File: config.mk
export PLATFORM = sky130hd
export DESIGN_NAME = irq_ctrl_flat
export DESIGN_NICKNAME = d
export VERILOG_FILES = /design/src/rtl/irq_ctrl_pkg.sv /design/src/rtl/irq_ctrl_if.sv /design/src/rtl/irq_prio_enc.sv /design/src/rtl/irq_ctrl.sv /design/src/flat_wrapper.sv
export SDC_FILE = /design/constraint.sdc
export NUM_CORES = 1
export LEC_CHECK = 0
export BUFFER_PORTS_ARGS = -buffer_cell sky130_fd_sc_hd__buf_4
export CAP_MARGIN = 20
export CORE_MARGIN = 1
export CORE_UTILIZATION = 31
export CTS_CLUSTER_DIAMETER = 50
export CTS_CLUSTER_SIZE = 25
export DETAILED_ROUTE_END_ITERATION = 7
export GPL_TIMING_DRIVEN = 1
export HOLD_SLACK_MARGIN = 0.02
export PLACE_DENSITY_LB_ADDON = 0.1
export SYNTH_ARGS = -nofsm -noshare
export SYNTH_HDL_FRONTEND = slang
export SYNTH_SLANG_ARGS = --single-unit
File: constraint.sdc
create_clock -name clk -period 2.3 [get_ports clk]
set_clock_uncertainty 0.05 [all_clocks]
set_input_delay 0.23 -clock clk [delete_from_list [all_inputs] [get_ports clk]]
set_output_delay 0.23 -clock clk [all_outputs]
set_load 0.01 [all_outputs]
File: src/rtl/irq_ctrl_pkg.sv
// Shared definitions for the interrupt controller: FSM encoding,
// register offsets and fixed source indices.
package irq_ctrl_pkg;

  localparam int MAX_SRC = 6;

  typedef enum logic [1:0] {
    ST_IDLE    = 2'd0,
    ST_REQ     = 2'd1,
    ST_SERVICE = 2'd2
  } state_e;

  localparam logic [1:0] REG_MASK   = 2'd0;
  localparam logic [1:0] REG_MODE   = 2'd1;
  localparam logic [1:0] REG_PEND   = 2'd2;
  localparam logic [1:0] REG_STATUS = 2'd3;

  localparam int SRC_TC1 = 0;
  localparam int SRC_TC2 = 1;
  localparam int SRC_EXT = 2;

endpackage

File: src/rtl/irq_ctrl_if.sv
// Bus bundle between the CPU side (master) and the interrupt controller
// (slave): raw sources, register port, acknowledge and request outputs.
interface irq_ctrl_if #(parameter int NSRC = 6);
  import irq_ctrl_pkg::*;

  logic [NSRC-1:0]    irq_src;
  logic [1:0]         pr_addr;
  logic               pr_we;
  logic [31:0]        pr_wd;
  logic [31:0]        pr_rd;
  logic               int_ack;
  logic               irq_req;
  logic [2:0]         irq_id;
  logic [MAX_SRC-1:0] hwint;

  modport master (
    output irq_src, pr_addr, pr_we, pr_wd, int_ack,
    input  pr_rd, irq_req, irq_id, hwint
  );

  modport slave (
    input  irq_src, pr_addr, pr_we, pr_wd, int_ack,
    output pr_rd, irq_req, irq_id, hwint
  );

endinterface

File: src/rtl/irq_prio_enc.sv
// Fixed-priority encoder: lowest set index wins.
module irq_prio_enc #(
  parameter int NSRC = 6
) (
  input  logic [NSRC-1:0] req,
  output logic [2:0]      idx,
  output logic            valid
);

  // Scan from the top down so the lowest active index is the last to assign
  always_comb begin
    idx   = '0;
    valid = 1'b0;
    for (int i = NSRC - 1; i >= 0; i--) begin
      if (req[i]) begin
        idx   = 3'(i);
        valid = 1'b1;
      end
    end
  end

endmodule

File: src/rtl/irq_ctrl.sv
// Interrupt controller: synchronizes raw sources, keeps MASK/MODE/PEND
// registers, and hands the highest-priority pending source to the CPU
// through a REQ/SERVICE/EOI handshake.
module irq_ctrl
  import irq_ctrl_pkg::*;
#(
  parameter int NSRC = 6
) (
  input logic       clk,
  input logic       reset,
  irq_ctrl_if.slave bus
);

  logic [NSRC-1:0] sync1_q, sync1_d;
  logic [NSRC-1:0] sync2_q, sync2_d;
  logic [NSRC-1:0] sync3_q, sync3_d;
  logic [NSRC-1:0] mask_q, mask_d;
  logic [NSRC-1:0] mode_q, mode_d;
  logic [NSRC-1:0] pend_q, pend_d;
  state_e          state_q, state_d;
  logic            isr_valid_q, isr_valid_d;
  logic [2:0]      irq_id_q, irq_id_d;

  logic            wr_mask, wr_mode, wr_pend, wr_status;
  logic [NSRC-1:0] edge_det, active, ack_clr, clr;
  logic [2:0]      win_idx;
  logic            win_valid;
  logic            cur_active;
  logic            take_ack;
  logic            unused_wd;

  assign unused_wd = ^bus.pr_wd[31:NSRC];

  irq_prio_enc #(.NSRC(NSRC)) u_prio (
    .req   (active),
    .idx   (win_idx),
    .valid (win_valid)
  );

  // Register-port write decode and MASK/MODE updates
  always_comb begin
    wr_mask   = bus.pr_we && (bus.pr_addr == REG_MASK);
    wr_mode   = bus.pr_we && (bus.pr_addr == REG_MODE);
    wr_pend   = bus.pr_we && (bus.pr_addr == REG_PEND);
    wr_status = bus.pr_we && (bus.pr_addr == REG_STATUS);
    mask_d    = wr_mask ? bus.pr_wd[NSRC-1:0] : mask_q;
    mode_d    = wr_mode ? bus.pr_wd[NSRC-1:0] : mode_q;
  end

  // Two-stage synchronizer plus a third stage used only for edge detection
  always_comb begin
    sync1_d  = bus.irq_src;
    sync2_d  = sync1_q;
    sync3_d  = sync2_q;
    edge_det = sync2_q & ~sync3_q;
  end

  // Pending bits: edge sources latch with set-over-clear, level sources track the input
  always_comb begin
    pend_d = pend_q;
    clr    = ack_clr | (wr_pend ? bus.pr_wd[NSRC-1:0] : '0);
    for (int i = 0; i < NSRC; i++) begin
      if (mode_q[i]) begin
        pend_d[i] = (pend_q[i] & ~clr[i]) | edge_det[i];
      end else begin
        pend_d[i] = sync2_q[i];
      end
    end
  end

  // Whether the source currently latched in irq_id is still pending and enabled
  always_comb begin
    active     = pend_q & mask_q;
    cur_active = 1'b0;
    for (int i = 0; i < NSRC; i++) begin
      if (irq_id_q == 3'(i)) begin
        cur_active = active[i];
      end
    end
  end

  // FSM next state: withdrawal in REQ takes precedence over a same-cycle ack
  always_comb begin
    state_d = state_q;
    case (state_q)
      ST_IDLE:    if (win_valid) state_d = ST_REQ;
      ST_REQ: begin
        if (!cur_active)      state_d = ST_IDLE;
        else if (bus.int_ack) state_d = ST_SERVICE;
      end
      ST_SERVICE: if (wr_status) state_d = ST_IDLE;
      default:    state_d = ST_IDLE;
    endcase
  end

  // FSM outputs: latch the winner on entry to REQ, track isr_valid, clear acked edge bit
  always_comb begin
    take_ack    = (state_q == ST_REQ) && cur_active && bus.int_ack;
    irq_id_d    = irq_id_q;
    isr_valid_d = isr_valid_q;
    if ((state_q == ST_IDLE) && win_valid) begin
      irq_id_d = win_idx;
    end
    if (take_ack) begin
      isr_valid_d = 1'b1;
    end
    if ((state_q == ST_SERVICE) && wr_status) begin
      isr_valid_d = 1'b0;
    end
    ack_clr = '0;
    for (int i = 0; i < NSRC; i++) begin
      ack_clr[i] = take_ack && mode_q[i] && (irq_id_q == 3'(i));
    end
  end

  // All controller state, cleared asynchronously while reset is low
  always_ff @(posedge clk or negedge reset) begin
    if (!reset) begin
      sync1_q     <= '0;
      sync2_q     <= '0;
      sync3_q     <= '0;
      mask_q      <= '0;
      mode_q      <= '0;
      pend_q      <= '0;
      state_q     <= ST_IDLE;
      isr_valid_q <= 1'b0;
      irq_id_q    <= '0;
    end else begin
      sync1_q     <= sync1_d;
      sync2_q     <= sync2_d;
      sync3_q     <= sync3_d;
      mask_q      <= mask_d;
      mode_q      <= mode_d;
      pend_q      <= pend_d;
      state_q     <= state_d;
      isr_valid_q <= isr_valid_d;
      irq_id_q    <= irq_id_d;
    end
  end

  // Outputs: request decoded from the state flop, register read mux, HWInt vector
  always_comb begin
    bus.irq_req = (state_q == ST_REQ);
    bus.irq_id  = irq_id_q;
    bus.hwint   = MAX_SRC'(active);
    case (bus.pr_addr)
      REG_MASK: bus.pr_rd = 32'(mask_q);
      REG_MODE: bus.pr_rd = 32'(mode_q);
      REG_PEND: bus.pr_rd = 32'(pend_q);
      default:  bus.pr_rd = {26'b0, state_q, isr_valid_q, irq_id_q};
    endcase
  end

endmodule

File: src/flat_wrapper.sv
// flat-port wrapper written by rule: the top's interface ports become plain ports
module irq_ctrl_flat import irq_ctrl_pkg::*;
#(
  parameter int NSRC = 6
)
  (clk, reset, bus_irq_src, bus_pr_addr, bus_pr_we, bus_pr_wd, bus_int_ack, bus_pr_rd, bus_irq_req, bus_irq_id, bus_hwint);
  irq_ctrl_if #(.NSRC(NSRC)) bus_i ();
  input logic clk;
  input logic reset;
  input wire logic [$bits(bus_i.irq_src)-1:0] bus_irq_src;
  input wire logic [$bits(bus_i.pr_addr)-1:0] bus_pr_addr;
  input wire logic [$bits(bus_i.pr_we)-1:0] bus_pr_we;
  input wire logic [$bits(bus_i.pr_wd)-1:0] bus_pr_wd;
  input wire logic [$bits(bus_i.int_ack)-1:0] bus_int_ack;
  output wire logic [$bits(bus_i.pr_rd)-1:0] bus_pr_rd;
  output wire logic [$bits(bus_i.irq_req)-1:0] bus_irq_req;
  output wire logic [$bits(bus_i.irq_id)-1:0] bus_irq_id;
  output wire logic [$bits(bus_i.hwint)-1:0] bus_hwint;
  assign bus_i.irq_src = bus_irq_src;
  assign bus_i.pr_addr = bus_pr_addr;
  assign bus_i.pr_we = bus_pr_we;
  assign bus_i.pr_wd = bus_pr_wd;
  assign bus_i.int_ack = bus_int_ack;
  assign bus_pr_rd = bus_i.pr_rd;
  assign bus_irq_req = bus_i.irq_req;
  assign bus_irq_id = bus_i.irq_id;
  assign bus_hwint = bus_i.hwint;
  irq_ctrl #(.NSRC(NSRC)) u_core (.clk(clk), .reset(reset), .bus(bus_i));
endmodule
==> results_dict.tcl <==
set metrics [dict create \
    grt_overflow_total 0 \
    die_area_um2 6990 \
    routed_wl_um 4320 \
    wl_per_cell_um 14.5 \
    tightest_slew_ns 0.631 \
    grt_max_degree 43 \
    rsz0062_at_grt "no" \
    hpwl_um 3180 \
    synthDistinctLibCells 36 \
    hold_viol 0 \
    start_kind "register" \
    ios 86 \
    cts_tree "yes" \
    max_freq_mhz 552 \
    clk_path_buf_depth 2 \
    fin_crit_ns 1.81 \
    r2r_cells 4 \
    cap_violations 0 \
    worstPathCellList "buf_4, mux4_1, buf_4" \
    gp_congestion 0.728 \
    period_share_pct 78.8 \
    crit_start "u_core.bus.irq_id[0]$_DFFE_PN0P_" \
    syn_area_um2 2070 \
    insertion_delay_ns 0.30 \
    synth_area_leaders "dfrtp_1 51%, buf_4 9.8%, mux2_2 6.5%" \
    synth-seq-area-share_pct 50.9 \
    p_per_area_nw_per_um2 926 \
    clock-root-buffer "clkbuf_8" \
    htree_levels 2 \
    vdd_drop_max_mv 0.420 \
    relSlewSlack_pct 57.8 \
    via_count 1402 \
    hold_slack_ns 0.135 \
    critPathTopFamily "multiplexers" \
    synth_top_area_share_pct 50.9 \
    yosysTopAreaCell "dfrtp_1" \
    detail-route-antenna-nets 0 \
    cts_hold_buffers 7 \
    avgSynthCellArea_um2 11.7 \
    reg2reg_to "u_core.pend_q[1]$_DFF_PN0_" \
    ys.warnings.count 0 \
    start_util_pct 32.3 \
    postCtsSetupRepairBufs 0 \
    grt_usage_pct 13.2 \
    ys_ff_latch 42 \
    cp.arrival_ns 1.53 \
    worstSetupPathType "register to output pin" \
    final_nets 263 \
    drtIter0Drc 83 \
    final_common_cell "dfrtp_1" \
    first_pass_iters 4 \
    reg2reg_from "u_core.bus.irq_id[1]$_DFFE_PN0P_" \
    cp_common_cell "buf_4" \
    fp.dieH_um 83.6 \
    worstPathRequired_ns 2.02 \
    layout_common_cells "42 x dfrtp_1, 34 x buf_4, 26 x conb_1" \
    num_rows 29 \
    clk_pin_slew_ns 0.08 \
    cp-end-kind "output pin" \
    critPathMaxFanout 9 \
    grt_pass1_wl_um 7070 \
    synth-edff-count 0 \
    grt_pass1_vias 1368 \
    cts_sinks 42 \
    syn_to_final_growth_pct 18.5 \
    status "finished clean" \
    crit_path_top_delay_cell "mux4_1" \
    antenna_found_initial 0 \
    dieWidth_um 83.6 \
    power_mw 2.27 \
    leakage_nw 1.14 \
    min_from "bus_pr_wd[4]" \
    via_per_inst 4.72 \
    setup_tns_ns 0 \
    drive_gt1_share_pct 29.1 \
    port_buffers 33 \
    cts_resized 0 \
    num_antenna_cells 0 \
    setup_viol 0 \
    synth_cells 176 \
    worstHoldEndpoint "u_core.mode_q[4]$_DFFE_PN0P_" \
    ys.flop_type "dfrtp_1" \
    cts_made_buffers 5 \
    core_area_um2 6390 \
    holdPathStages 2 \
    post-route-drc-count 0 \
    rrSetupSlack_ns 0.60 \
    maxSlewViolCount 0 \
    synthArstFlopShare_pct 100 \
    max_stage_delay_ns 0.51 \
    hp-class "primary input to register" \
    critPathBufInv 2 \
]
[where the power goes]
part | leakage, nW | switching (mW) | internal (mW)
clock network | 0.0482 | 0.247 | 0.242
logic | 0.594 | 0.389 | 0.383
registers | 0.498 | 0.145 | 0.859
[synth_stat cells (2+ instances only)]
library cell  instances
a21oi_1              10
a22o_1                7
and2_1                2
buf_2                 2
buf_4                27
dfrtp_1              42
inv_1                 9
mux2_2               12
mux4_2                5
nand2_1              18
nand3_1               9
nand3b_1              2
nor2_1                5
o21ai_0               2
o22ai_1               2
o31ai_1               2
[cell type report]
type	instances	area [um^2]
Clock buffer	7	86.3
Clock inverter	1	5.00
Fill cell	629	3940
Inverter	9	33.8
Multi-Input combinational cell	120	851
Sequential cell	42	1050
Tap cell	77	96.3
Timing Repair Buffer	41	325
[cells by family after synthesis]
| group | synth area share (%) |
|---|---|
| flops | 50.9 |
| compound gates | 11.8 |
| simple gates | 11.4 |
| other cells | 0.182 |
| mux | 13.3 |
| buf+inv | 12.5 |
[registers in the layout (all words and copies together), names as in the netlist, 2 cells and up]
signal             cells
u_core.sync2_q         6
u_core.state_q         2
u_core.mask_q          6
u_core.mode_q          6
u_core.sync3_q         6
u_core.bus.irq_id      3
u_core.sync1_q         6
u_core.pend_q          6
[worst max-delay path by stage]
stage	end	slack, ns	cells past startpoint
floorplan	u_core.pend_q[3]$_DFF_PN0_	0.69	5
global placement	u_core.pend_q[3]$_DFF_PN0_	0.60	4
detailed placement	u_core.pend_q[3]$_DFF_PN0_	0.59	4
CTS	bus_pr_rd[0]	0.45	3
global route	bus_pr_rd[0]	0.41	3
finish	bus_pr_rd[0]	0.49	3
[stage by stage]
| stage | utilization [%] | cells | setup WS (ns) | cell area (um^2) |
|---|---|---|---|---|
| 2_1_floorplan | - | 201 | 0.687 | 2160 |
| 3_3_place_gp | 35.8 | 282 | 0.597 | 2290 |
| 3_5_place_dp | 35.8 | 282 | 0.588 | 2290 |
| 4_1_cts | 38.3 | 297 | 0.450 | 2450 |
| 5_1_grt | 38.3 | 297 | 0.405 | 2450 |
| 6_report | 38.3 | 297 | 0.487 | 2450 |
[metal layers]
metal | GRT usage, % | wire (um) | part of all wire, % | vias to the layer above
met5 | 0 | 0 | 0 | -
met4 | 4.62 | 63 | 1.5 | 0
met3 | 3.56 | 202 | 4.7 | 6
met2 | 21.6 | 2030 | 47 | 48
met1 | 16.8 | 2020 | 47 | 695
li1 | - | - | - | 653
Note: power is estimated with default switching activity, not from simulation.
